`config.mk`:
```
export PLATFORM = sky130hd
export DESIGN_NAME = conv_row_engine_flat
export DESIGN_NICKNAME = d
export VERILOG_FILES = /design/src/rtl/conv_pkg.sv /design/src/rtl/conv_row_engine_if.sv /design/src/rtl/conv_col_window.sv /design/src/rtl/conv_row_engine.sv /design/src/flat_wrapper.sv
export SDC_FILE = /design/constraint.sdc
export NUM_CORES = 1
export LEC_CHECK = 0
export BUFFER_PORTS_ARGS = -buffer_cell sky130_fd_sc_hd__buf_2
export CAP_MARGIN = 20
export CORE_MARGIN = 1.5
export CORE_UTILIZATION = 26
export DETAILED_ROUTE_END_ITERATION = 6
export SKIP_LAST_GASP = 1
export SLEW_MARGIN = 30
export SYNTH_ARGS = -nofsm -noshare
export SYNTH_HDL_FRONTEND = slang
export SYNTH_SLANG_ARGS = --single-unit
```
`constraint.sdc`:
```
create_clock -name clk -period 7.55 [get_ports clk]
set_clock_uncertainty 0.15 [all_clocks]
set_input_delay 0.755 -clock clk [delete_from_list [all_inputs] [get_ports clk]]
set_output_delay 0.755 -clock clk [all_outputs]
set_load 0.02 [all_outputs]
```
`src/rtl/conv_pkg.sv`:
```
// conv_pkg: shared FSM state type and sizing helpers for the row convolution engine.
package conv_pkg;
  typedef enum logic [2:0] {S_IDLE, S_FILL, S_MAC, S_POST, S_WRITE, S_SHIFT, S_DONE} state_t;
  function automatic int clog2(input int v);
    int r = 0;
    while ((1 << r) < v) r++;
    return (r < 1) ? 1 : r;
  endfunction
  function automatic int acc_min_w(input int bd, input int k);
    return 2 * bd + clog2(k * k) + 1;
  endfunction
  function automatic int stride_clamp(input int s, input int max_s);
    return (s == 0) ? 1 : (s > max_s) ? max_s : s;
  endfunction
endpackage

```
`src/rtl/conv_row_engine_if.sv`:
```
// conv_row_engine_if: column input stream and result output stream of conv_row_engine.
// master = engine side (accepts columns, produces results); slave = surrounding pipeline.
interface conv_row_engine_if import conv_pkg::*; #(
  parameter int BIT_DEPTH = 8,
  parameter int K = 3,
  parameter int IMG_W = 28,
  parameter int ACC_W = 24
);
  logic col_valid;
  logic col_ready;
  logic [K*BIT_DEPTH-1:0] col_data;
  logic out_valid;
  logic out_ready;
  logic [BIT_DEPTH-1:0] out_data;
  logic signed [ACC_W-1:0] acc_out;
  logic [clog2(IMG_W)-1:0] out_idx;
  modport master (
    input col_valid, col_data, out_ready,
    output col_ready, out_valid, out_data, acc_out, out_idx
  );
  modport slave (
    output col_valid, col_data, out_ready,
    input col_ready, out_valid, out_data, acc_out, out_idx
  );
endinterface

```
`src/rtl/conv_col_window.sv`:
```
// conv_col_window: KxK pixel window; shift_en pushes col_in in as the newest column (K-1).
// Ports: clk/rst, shift_en, col_in (row r at [r*BIT_DEPTH +: BIT_DEPTH]), rd_row/rd_col -> rd_pix.
module conv_col_window import conv_pkg::*; #(
  parameter int BIT_DEPTH = 8,
  parameter int K = 3
) (
  input  logic clk,
  input  logic rst,
  input  logic shift_en,
  input  logic [K*BIT_DEPTH-1:0] col_in,
  input  logic [clog2(K)-1:0] rd_row,
  input  logic [clog2(K)-1:0] rd_col,
  output logic [BIT_DEPTH-1:0] rd_pix
);
  logic [BIT_DEPTH-1:0] win [K][K];
  always_ff @(posedge clk) begin
    if (rst) begin
      for (int r = 0; r < K; r++)
        for (int c = 0; c < K; c++) win[r][c] <= '0;
    end else if (shift_en) begin
      for (int r = 0; r < K; r++) begin
        for (int c = 0; c < K - 1; c++) win[r][c] <= win[r][c+1];
        win[r][K-1] <= col_in[r*BIT_DEPTH +: BIT_DEPTH];
      end
    end
  end
  assign rd_pix = win[rd_row][rd_col];
endmodule

```
`src/rtl/conv_row_engine.sv`:
```
// conv_row_engine: one output row of a KxK convolution over a streamed column strip.
// Ports: clk/rst, start/stride/shift_amt (row control, sampled at start),
// w_wr_en/w_addr/w_data (kernel load, IDLE only), busy/done status, bus (column in, result out).
module conv_row_engine import conv_pkg::*; #(
  parameter int BIT_DEPTH = 8,
  parameter int K = 3,
  parameter int IMG_W = 28,
  parameter int MAX_STRIDE = 4,
  parameter int ACC_W = 24
) (
  input  logic clk,
  input  logic rst,
  input  logic start,
  input  logic [clog2(MAX_STRIDE+1)-1:0] stride,
  input  logic [4:0] shift_amt,
  input  logic w_wr_en,
  input  logic [clog2(K*K)-1:0] w_addr,
  input  logic [BIT_DEPTH-1:0] w_data,
  output logic busy,
  output logic done,
  conv_row_engine_if.master bus
);
  localparam int SW = clog2(MAX_STRIDE + 1);
  localparam int CW = clog2(IMG_W + 1);
  localparam int KW = clog2(K);
  localparam int WA = clog2(K * K);
  localparam int IW = clog2(IMG_W);
  localparam int PW = 2 * BIT_DEPTH + 1;
  state_t state, nxt;
  logic signed [BIT_DEPTH-1:0] w [K*K];
  logic [SW-1:0] stride_q, sh_cnt;
  logic [4:0] shift_q;
  logic [CW-1:0] col_cnt;
  logic [KW-1:0] mr, mc;
  logic [WA-1:0] widx;
  logic signed [ACC_W-1:0] acc, acc_sh;
  logic [BIT_DEPTH-1:0] pix, q;
  logic signed [PW-1:0] pix_s, w_s, prod;
  logic xfer, mac_last, fits;
  conv_col_window #(.BIT_DEPTH(BIT_DEPTH), .K(K)) u_win (
    .clk(clk),
    .rst(rst),
    .shift_en(xfer),
    .col_in(bus.col_data),
    .rd_row(mr),
    .rd_col(mc),
    .rd_pix(pix)
  );
  assign xfer = bus.col_valid & bus.col_ready;
  assign mac_last = (mr == KW'(K - 1)) && (mc == KW'(K - 1));
  assign fits = int'(col_cnt) + int'(stride_q) <= IMG_W;
  // pixels are unsigned, so zero-extend before the signed multiply
  assign pix_s = PW'({1'b0, pix});
  assign w_s = PW'(w[widx]);
  assign prod = pix_s * w_s;
  // negative results clamp to 0 (ReLU), oversized ones saturate
  assign acc_sh = acc >>> shift_q;
  assign q = acc_sh[ACC_W-1] ? '0 : (|acc_sh[ACC_W-2:BIT_DEPTH]) ? '1 : acc_sh[BIT_DEPTH-1:0];
  assign bus.col_ready = state == S_FILL || state == S_SHIFT;
  assign bus.out_valid = state == S_WRITE;
  assign busy = state != S_IDLE;
  assign done = state == S_DONE;
  always_ff @(posedge clk) state <= rst ? S_IDLE : nxt;
  always_comb begin
    nxt = state;
    case (state)
      S_IDLE:  nxt = start ? S_FILL : S_IDLE;
      S_FILL:  nxt = (xfer && col_cnt == CW'(K - 1)) ? S_MAC : S_FILL;
      S_MAC:   nxt = mac_last ? S_POST : S_MAC;
      S_POST:  nxt = S_WRITE;
      S_WRITE: nxt = !bus.out_ready ? S_WRITE : fits ? S_SHIFT : S_DONE;
      S_SHIFT: nxt = (xfer && sh_cnt == stride_q - SW'(1)) ? S_MAC : S_SHIFT;
      S_DONE:  nxt = S_IDLE;
      default: nxt = S_IDLE;
    endcase
  end
  always_ff @(posedge clk) begin
    if (rst) begin
      for (int i = 0; i < K * K; i++) w[i] <= '0;
      stride_q <= SW'(1);
      shift_q <= '0;
      col_cnt <= '0;
      sh_cnt <= '0;
      mr <= '0;
      mc <= '0;
      widx <= '0;
      acc <= '0;
      bus.out_data <= '0;
      bus.acc_out <= '0;
      bus.out_idx <= '0;
    end else begin
      if (state == S_IDLE && w_wr_en && int'(w_addr) < K * K) w[w_addr] <= w_data;
      if (state == S_IDLE && start) begin
        stride_q <= SW'(stride_clamp(int'(stride), MAX_STRIDE));
        shift_q <= shift_amt;
        col_cnt <= '0;
        bus.out_idx <= '0;
      end
      if (xfer) col_cnt <= col_cnt + CW'(1);
      sh_cnt <= (state == S_SHIFT) ? sh_cnt + SW'(xfer) : '0;
      // holding the MAC state at zero outside MAC clears it on every entry
      if (state != S_MAC) begin
        acc <= '0;
        mr <= '0;
        mc <= '0;
        widx <= '0;
      end else begin
        acc <= acc + ACC_W'(prod);
        widx <= widx + WA'(1);
        mc <= (mc == KW'(K - 1)) ? '0 : mc + KW'(1);
        mr <= (mc == KW'(K - 1)) ? mr + KW'(1) : mr;
      end
      if (state == S_POST) begin
        bus.acc_out <= acc;
        bus.out_data <= q;
      end
      if (state == S_WRITE && bus.out_ready) bus.out_idx <= bus.out_idx + IW'(1);
    end
  end
endmodule

```
`src/flat_wrapper.sv`:
```
// flat-port wrapper written by rule: the top's interface ports become plain ports
module conv_row_engine_flat import conv_pkg::*;
#(
  parameter int BIT_DEPTH = 8,
  parameter int K = 3,
  parameter int IMG_W = 28,
  parameter int MAX_STRIDE = 4,
  parameter int ACC_W = 24
)
  (clk, rst, start, stride, shift_amt, w_wr_en, w_addr, w_data, busy, done, bus_col_valid, bus_col_data, bus_out_ready, bus_col_ready, bus_out_valid, bus_out_data, bus_acc_out, bus_out_idx);
  conv_row_engine_if #(.BIT_DEPTH(BIT_DEPTH), .K(K), .IMG_W(IMG_W), .ACC_W(ACC_W)) bus_i ();
  input  logic clk;
  input  logic rst;
  input  logic start;
  input  logic [clog2(MAX_STRIDE+1)-1:0] stride;
  input  logic [4:0] shift_amt;
  input  logic w_wr_en;
  input  logic [clog2(K*K)-1:0] w_addr;
  input  logic [BIT_DEPTH-1:0] w_data;
  output logic busy;
  output logic done;
  input wire logic [$bits(bus_i.col_valid)-1:0] bus_col_valid;
  input wire logic [$bits(bus_i.col_data)-1:0] bus_col_data;
  input wire logic [$bits(bus_i.out_ready)-1:0] bus_out_ready;
  output wire logic [$bits(bus_i.col_ready)-1:0] bus_col_ready;
  output wire logic [$bits(bus_i.out_valid)-1:0] bus_out_valid;
  output wire logic [$bits(bus_i.out_data)-1:0] bus_out_data;
  output wire logic [$bits(bus_i.acc_out)-1:0] bus_acc_out;
  output wire logic [$bits(bus_i.out_idx)-1:0] bus_out_idx;
  assign bus_i.col_valid = bus_col_valid;
  assign bus_i.col_data = bus_col_data;
  assign bus_i.out_ready = bus_out_ready;
  assign bus_col_ready = bus_i.col_ready;
  assign bus_out_valid = bus_i.out_valid;
  assign bus_out_data = bus_i.out_data;
  assign bus_acc_out = bus_i.acc_out;
  assign bus_out_idx = bus_i.out_idx;
  conv_row_engine #(.BIT_DEPTH(BIT_DEPTH), .K(K), .IMG_W(IMG_W), .MAX_STRIDE(MAX_STRIDE), .ACC_W(ACC_W)) u_core (.clk(clk), .rst(rst), .start(start), .stride(stride), .shift_amt(shift_amt), .w_wr_en(w_wr_en), .w_addr(w_addr), .w_data(w_data), .busy(busy), .done(done), .bus(bus_i));
endmodule
```
==> reports/summary.md, run 1 <==
The tools report the number of hold violations in the final report as 0. In this run, the clock network consumes 42.9% of the power. The tools report the element type at the critical path end as a flop. The initial antenna violation count came out at 1. The clock-pin slew of the registers on the worst-case setup and hold paths is 0.06 ns.

The kind of critical path is flop to flop. Internal power comes to 2.89 mW. The post-detailed-route wirelength per cell is 15.5 µm, and the post-route minimum period is 6.74 ns.

The clock net in this run drives a total of 290 sinks. The tools report the cell chosen for the clock root as sky130_fd_sc_hd__clkbuf_16. Summed over all layers, the routed wires come to 36700 µm. The depth of the most critical reg-to-reg path was 17; the cell depth of the worst min-delay path was 2.

The run finished with clean final reports. The TritonCTS buffer count is 34. Each instance of the synthesized netlist takes up on average 11.9 µm². Buffers added to address setup during post-CTS repair amount to 0. In this run, distinct cell masters in the synthesized netlist total 65. The remaining routing DRC violations came out at 0.

The cell with the most instances after synthesis is sky130_fd_sc_hd__edfxtp_1. The die height was 254 µm; the wire length of the first global-routing pass was 58600 µm. For this run, the top clock speed supported by timing is 0.148 GHz. The number of enable flip-flop cells after synthesis is 200.

The gate count of the mapped netlist was 1371. The total of flip-flops plus latches after synthesis is 290, and the remaining max-slew budget at the tightest pin is 29.1%. The die covers 64500 µm². Measured along the x axis, the die boundary spans 254 µm. Max-slew violation count: 0. The proportion of layout cells with a drive suffix above 1 is 16.6%, and the global-route congestion overflow total is 0.

Fill cells in the final layout number 6329. For the total routing usage reported by global routing, the log shows 11.6%. Of all cell types, the one taking the most synthesized area is sky130_fd_sc_hd__edfxtp_1. The number of DRC violations after detailed-routing iteration 0 is 584, and the required time at the endpoint of the critical path is 7.86 ns. The first detailed-routing pass took 5 iterations. In this run the worst hold path is classified as flop to flop. For the post-CTS resize count, the log shows 0. Startpoint kind of the worst setup timing path: a flop.

TritonCTS built the clock tree. Weighted congestion at the end of routability-driven global placement: 0.888. Arrival time at the worst endpoint: 7.05 ns.

For the netlist area before placement, the log shows 16400 µm². For this run, the post-layout net count is 1697. In this run the worst path has a maximum fanout of 14. The flip-flop cell with the highest count after synthesis is sky130_fd_sc_hd__edfxtp_1. Hold repair after CTS inserted 0 buffers. The share of total power dissipated in sequential elements is 47.5%. The share of synthesized area occupied by flip-flops and latches is 47.7%. Ranked by total cell area, the synthesized netlist is headed by sky130_fd_sc_hd__edfxtp_1, sky130_fd_sc_hd__dfxtp_1, sky130_fd_sc_hd__mux4_2, sky130_fd_sc_hd__ha_1, sky130_fd_sc_hd__fa_1. The floorplan has 91 rows. Share of the clock period used by the worst path: 89.3%. The power share of the combinational group is 9.6%, and the initial cell density of the core is 26.4%.

The clock latency on the worst-skew pair was 0.54 ns. Number of global-route vias before repair: 10683. Using the TritonRoute via totals, the vias-per-cell ratio works out to 4.46. Detailed placement finished with a half-perimeter wire length of 26800 µm. Max-cap violations in this run came to 0. Summed over all failing endpoints, the final setup total negative slack is 0 ns. Setup repair after global routing left no endpoint under its margin. The count of warnings emitted by yosys came out at 0.

In the synthesized netlist, the cells that appear most often are sky130_fd_sc_hd__edfxtp_1, sky130_fd_sc_hd__and2_1, sky130_fd_sc_hd__nand2_1, sky130_fd_sc_hd__nor2_1, sky130_fd_sc_hd__dfxtp_1. The remaining antenna violation count after routing is 0, and the growth of design area from synthesis to finish is 16.3%. For this design the top-level I/O count stands at 91.

The transition time at the pin with the least slew margin works out to 1.06 ns. Input and output buffers added on the ports amount to 90. Summed over all cells, the static leakage comes to 7.52 nW. The number of diodes added for antenna fixing came out at 0. Net switching is 23.9% of the power. The routed layout has 10577 vias.

The tools report the final setup violation count as 0. The region available for standard cell placement spans 61900 µm². The share of synthesized area in the top cell type comes to 36.7%. The maximum clock insertion buffer count was 3; the hold slack was 0.299 ns. The worst-case IR drop observed on VDD is 114 µV. The H-tree was split into 2 levels.

For this design the ratio of total power to cell area is 199 nW/µm². Counting flops with an async set or reset pin after synthesis yields a share of 0%. In this run the power spent charging and discharging nets is 905 µW. Entering global routing, the biggest net connects 73 pins.
-- registers in the layout, indices dropped and copies added (netlist names), named ones only --
name and flops:
u_core.acc 24, u_core.bus.acc_out 24, u_core.bus.out_data 8, u_core.bus.out_idx 5
u_core.col_cnt 5, u_core.mc 2, u_core.mr 2, u_core.sh_cnt 3
u_core.shift_q 5, u_core.state 3, u_core.stride_q 3, u_core.u_win.win 72
u_core.w 128, u_core.widx 4
-- per-layer routing --
layer / up-vias / global-route usage, % / part of all wire [%]
li1: 5103 / - / -
met1: 5201 / 14.8 / 45
met2: 206 / 19.3 / 48
met3: 65 / 2.43 / 4.4
met4: 2 / 4.08 / 3.1
met5: - / 0 / 0.044
-- layout by cell type (no fill, tap or decap), types with 5 or more instances in the layout --
master                        n
sky130_fd_sc_hd__a211oi_1     8
sky130_fd_sc_hd__a21o_1      10
sky130_fd_sc_hd__a21oi_1     62
sky130_fd_sc_hd__and2_1     160
sky130_fd_sc_hd__buf_2       90
sky130_fd_sc_hd__buf_4       14
sky130_fd_sc_hd__clkbuf_1     5
sky130_fd_sc_hd__clkbuf_16   35
sky130_fd_sc_hd__clkbuf_8     5
sky130_fd_sc_hd__clkinv_1     7
sky130_fd_sc_hd__conb_1      56
sky130_fd_sc_hd__dfxtp_1     88
sky130_fd_sc_hd__edfxtp_1   200
sky130_fd_sc_hd__fa_1        52
sky130_fd_sc_hd__ha_1        88
sky130_fd_sc_hd__inv_1       83
sky130_fd_sc_hd__mux2_2      12
sky130_fd_sc_hd__mux2i_1     37
sky130_fd_sc_hd__mux4_2      60
sky130_fd_sc_hd__nand2_1    126
sky130_fd_sc_hd__nand2b_1    20
sky130_fd_sc_hd__nand3_1      9
sky130_fd_sc_hd__nor2_1      95
sky130_fd_sc_hd__nor2b_1     11
sky130_fd_sc_hd__nor3_1      18
sky130_fd_sc_hd__o2111ai_1    6
sky130_fd_sc_hd__o211ai_1     9
sky130_fd_sc_hd__o21a_1       9
sky130_fd_sc_hd__o21ai_0     25
sky130_fd_sc_hd__o21ai_1      5
sky130_fd_sc_hd__o22a_1       6
sky130_fd_sc_hd__o22ai_1      5
sky130_fd_sc_hd__or2_2       12
sky130_fd_sc_hd__xnor2_1     18
sky130_fd_sc_hd__xor2_1       5
-- worst paths after layout --
path / endpoint / startpoint / slack [ns]
max: u_core.acc[17] / u_core.mc[0] / 0.81
min: u_core.bus.acc_out[12] / u_core.bus.acc_out[12] / 0.30
max reg2reg: u_core.acc[17] / u_core.mc[0] / 0.81
min reg2reg: u_core.bus.acc_out[12] / u_core.bus.acc_out[12] / 0.30
-- final cells by class --
| type | count | area (µm²) | area share [%] |
|---|---|---|---|
| well taps | 837 | 1050 | 5.50 |
| clock buffers | 45 | 963 | 5.06 |
| clock inverters | 17 | 151 | 0.795 |
| multi-input cells | 991 | 8150 | 42.8 |
| flip-flops and latches | 290 | 7810 | 41.0 |
| inverters | 83 | 312 | 1.64 |
| repair buffers | 107 | 618 | 3.25 |
-- cell families after synthesis --
group,after synthesis,synth area share (%)
buffers and inverters,145,4.04
XOR/XNOR,23,1.23
AND/OR/NAND/NOR,481,14.9
adder cells (fa/ha/maj),141,13.1
other,1,0.0229
multiplexers,112,11.8
flip-flops,290,47.7
AO/OA/AOI/OAI,178,7.10
-- power by group through the flow --
stage               clock (mW)  combinational, mW  sequential (mW)
detailed placement           0              0.364             1.84
global route              1.73              0.414             1.81
global placement             0              0.358             1.83
finish                    1.63              0.366             1.80
CTS                       1.68              0.368             1.80
floorplan                    0              0.276             1.82
-- worst max-delay path: stages, from the launching register on --
cell and delay (ns):
sky130_fd_sc_hd__dfxtp_1 0.79, sky130_fd_sc_hd__mux4_2 0.35, sky130_fd_sc_hd__o21ai_0 0.08, sky130_fd_sc_hd__o22ai_1 0.84
sky130_fd_sc_hd__nand2b_1 0.16, sky130_fd_sc_hd__fa_1 0.50, sky130_fd_sc_hd__fa_1 0.55, sky130_fd_sc_hd__inv_1 0.06
sky130_fd_sc_hd__fa_1 0.50, sky130_fd_sc_hd__fa_1 0.57, sky130_fd_sc_hd__fa_1 0.42, sky130_fd_sc_hd__ha_1 0.35
sky130_fd_sc_hd__o21ai_0 0.14, sky130_fd_sc_hd__o2111ai_1 0.17, sky130_fd_sc_hd__a32o_1 0.32, sky130_fd_sc_hd__or2_2 0.31
sky130_fd_sc_hd__a31oi_1 0.21, sky130_fd_sc_hd__mux2i_1 0.20
-- through the flow --
step / area (µm²) / utilization (%) / setup WS (ns) / cells / power [mW]
floorplan: 16600 / - / 1.25 / 1426 / 2.10
global placement: 17900 / 28.8 / 0.875 / 2305 / 2.19
detailed placement: 17900 / 28.9 / 0.826 / 2307 / 2.20
CTS: 19000 / 30.7 / 0.798 / 2369 / 3.85
global route: 19000 / 30.8 / 0.403 / 2370 / 3.96
finish: 19000 / 30.8 / 0.809 / 2370 / 3.79
(Power assumes the default switching activity.)
==> run 2, diff against run 1 <==
--- a/config.mk
+++ b/config.mk
@@ -5,11 +5,11 @@
 export SDC_FILE = /design/constraint.sdc
 export NUM_CORES = 1
 export LEC_CHECK = 0
-export BUFFER_PORTS_ARGS = -buffer_cell sky130_fd_sc_hd__buf_2
 export CAP_MARGIN = 20
 export CORE_MARGIN = 1.5
 export CORE_UTILIZATION = 26
 export DETAILED_ROUTE_END_ITERATION = 6
+export DONT_BUFFER_PORTS = 1
 export SKIP_LAST_GASP = 1
 export SLEW_MARGIN = 30
 export SYNTH_ARGS = -nofsm -noshare
==> constraint.sdc (replaced) <==
create_clock -name clk -period 7.55 [get_ports clk]
set_clock_uncertainty 0.15 [all_clocks]
set_input_delay 0.3775 -clock clk [delete_from_list [all_inputs] [get_ports clk]]
set_output_delay 0.3775 -clock clk [all_outputs]
set_load 0.02 [all_outputs]
==> run 2 against run 1 <==
Compared with the run above:
- first-iteration DRC count increased by 22%
- final area about the same
- wire length increased by 2.5%
- clock power about the same
- non-clock buffer count decreased by 46
- largest cell class unchanged
==> reports/summary.md, run 2 (synthesis gave the netlist of run 1 again) <==
The flow ran to the end, and the final reports show no timing, DRC or antenna violations. Startpoint kind of the worst setup timing path: a flop. The maximum number of pins on one net before global-route repair came out at 73. The tools report the post-route cell area as 19000 µm².

The tools report the weighted congestion at the end of routability-driven global placement as 0.872. The die area came out at 64500 µm². The initial utilization of the core area, before any placement, comes to 26.4%.

Among cell families on the critical path, the largest total delay comes from adder cells. The run gives 0 as the number of hold violations in the final report. The post-detailed-route wirelength per cell is 16.2 µm. The critical path crosses 17 cells after its start point.

The first global-routing pass estimated 59900 µm of wire. Depth of the most critical reg-to-reg path: 17. Counting flops per register, the top entry is u_core.w.

In the routed design, unresolved DRC markers number 0. Worst min-delay path category: input pin to flop. For this run, the slowest stage of the critical path takes 0.73 ns. In this run, the number of DRC markers left after iteration 0 of detailed routing was 712. Setup repair after global routing left no endpoint under its margin. The global-route congestion overflow total is 0, and the remaining max-slew budget at the tightest pin is 33.5%.

The number of buffer and inverter instances along the worst setup path was 1; the growth of design area from synthesis to finish was 16.2%. Clock latency on the worst-skew pair: 0.54 ns. The arrival time at the worst endpoint came out at 7.03 ns. For the number of standard cells in the final layout excluding fillers, the log shows 2325. The highest net fanout along the worst path was 19.

The iteration count of the initial detailed-routing pass is 5. For the core footprint, the log shows 61900 µm². The logs give 7.82 ns for the required time at the endpoint of the critical path and 0.148 GHz for the top achievable clock speed.

For the pin with the worst max-slew slack, the measured transition is 0.998 ns. The maximum clock insertion buffer count is 3, and the proportion of layout cells with a drive suffix above 1 is 11.0%. The share of the clock period used by the worst path works out to 89.5%. For this run, the post-layout net count is 1651.

Pin placement for this block handled 91 I/O pins. The cell occurring most often along the worst timing path was sky130_fd_sc_hd__fa_1. The largest registers in the layout are u_core.w: 128 flops, u_core.u_win.win: 72 flops. For this design the static power due to leakage is 7.29 nW. The detailed-route vias per instance was 4.50. The tools report the element type at the critical path end as a flop. Summed over all failing endpoints, the final setup total negative slack is 0 ns. The HPWL after detailed placement is 27200 µm. Across all layers, the routed design uses 10451 vias. Clock-pin slew was measured on the worst setup and hold paths at 0.06 ns. The logs give 0 for the max-slew violation count and 0 for the final setup violation count.

The total routing usage reported by global routing is 11.9%. The critical path in this run is classified as flop to flop. After detailed routing, the total wire length is 37600 µm.

The final design utilization was 30.7%. The initial antenna violation count is 4, and the placed standard-cell area is 17400 µm². The cell sitting at the root of the clock tree is a sky130_fd_sc_hd__clkbuf_16. TritonCTS built the clock tree. The flip-flop count of the largest register after layout is 128, and the maximum vdd ir drop is 125 µV. The cell depth of the worst min-delay path works out to 1.

The signal on the critical path passes through mux4_2 > mux2_2 > o21ai_1 > nand2b_1 > fa_1 > fa_1 > inv_1 > fa_1 > fa_1 > fa_1 > ha_1 > o21ai_0 > o2111ai_1 > a32o_1 > a21oi_1 > o21bai_1 > mux2_2. The slowest stage of the critical path belongs to the cell sky130_fd_sc_hd__dfxtp_2. The tool flagged a number of max-cap violations equal to 0.

The floorplan has 91 rows. The CTS sink count was 290; the cell count after placement was 2215. Counting the fill cells in the layout gives 6274.

From left edge to right edge, the die measures 254 µm. The die height is 254 µm. Clock tree synthesis inserted a total of 34 buffers. For the finished layout, the period the worst path requires is 6.75 ns. The H-tree depth reported by CTS is 2. For this design the ratio of total power to cell area is 200 nW/µm². The commonest non-fill, non-tap cell in the layout was sky130_fd_sc_hd__edfxtp_1. The detail route stage leaves a number of antenna-violating nets equal to 0.

During placement, the flow inserted port buffers numbering 0. In the layout the commonest cells are sky130_fd_sc_hd__edfxtp_1, sky130_fd_sc_hd__and2_1, sky130_fd_sc_hd__nand2_1. Number of global-route vias before repair: 10737. Once the clock tree was built, the resizer swapped 0 gates to a different size.
==> run 2: changes by cell type in the layout (fill, tap and decap cells not counted), moves of 2 or more <==
cell / delta
sky130_fd_sc_hd__clkinv_2: +2
sky130_fd_sc_hd__clkbuf_8: -2
sky130_fd_sc_hd__dlygate4sd3_1: +45
sky130_fd_sc_hd__buf_2: -90
sky130_fd_sc_hd__nor3_1: +2
sky130_fd_sc_hd__clkinv_1: -3
sky130_fd_sc_hd__clkbuf_1: +2
==> run 2: final cells by class <==
type	instances	area, µm²	share of cell area [%]
Multi-Input combinational cell	991	8130	42.7
Sequential cell	290	7810	41.0
Tap cell	837	1050	5.50
Clock buffer	45	943	4.96
Timing Repair Buffer	61	623	3.27
Inverter	83	312	1.64
Clock inverter	17	161	0.848
Antenna cell	1	2.50	0.0132
==> run 2: metrics by stage <==
stage          setup WS, ns  total power [mW]  hold WS, ns
2_1_floorplan          1.25              2.10        0.296
3_3_place_gp          0.846              2.16        0.309
3_5_place_dp          0.793              2.17        0.307
4_1_cts               0.771              3.86       0.0455
5_1_grt               0.421              3.97       0.0574
6_report              0.796              3.81       0.0680
==> run 2: worst paths after layout <==
kind | end | from | slack (ns)
setup / recovery | u_core.acc[19] | u_core.widx[0] | 0.80
hold / removal | u_core.w[6][0] | rst | 0.07
setup reg to reg | u_core.acc[19] | u_core.widx[0] | 0.80
hold reg to reg | flop | u_core.mr[1] | 0.36
==> run 2: report_power, final <==
part           leakage [nW]  total, mW  internal (mW)  switching, mW
Combinational          3.97      0.373          0.155          0.218
Sequential             2.78       1.80           1.77         0.0322
Clock                 0.538       1.63          0.959          0.674
Total                  7.29       3.81           2.88          0.924
==> run 2: repair_timing <==
action,CTS,global route
hold buffers,46,0
endpoints found under the hold margin,200,0
endpoints found under the setup margin,0,0
setup buffers,0,0
==> run 2: layer usage <==
layer  vias up  GRT usage [%]  part of all wire (%)
met5         -              0                  0.16
met4         8           4.90                   3.7
met3        77           2.86                   5.5
met2       274           19.7                    47
met1      5082           14.9                    43
li1       5010              -                     -
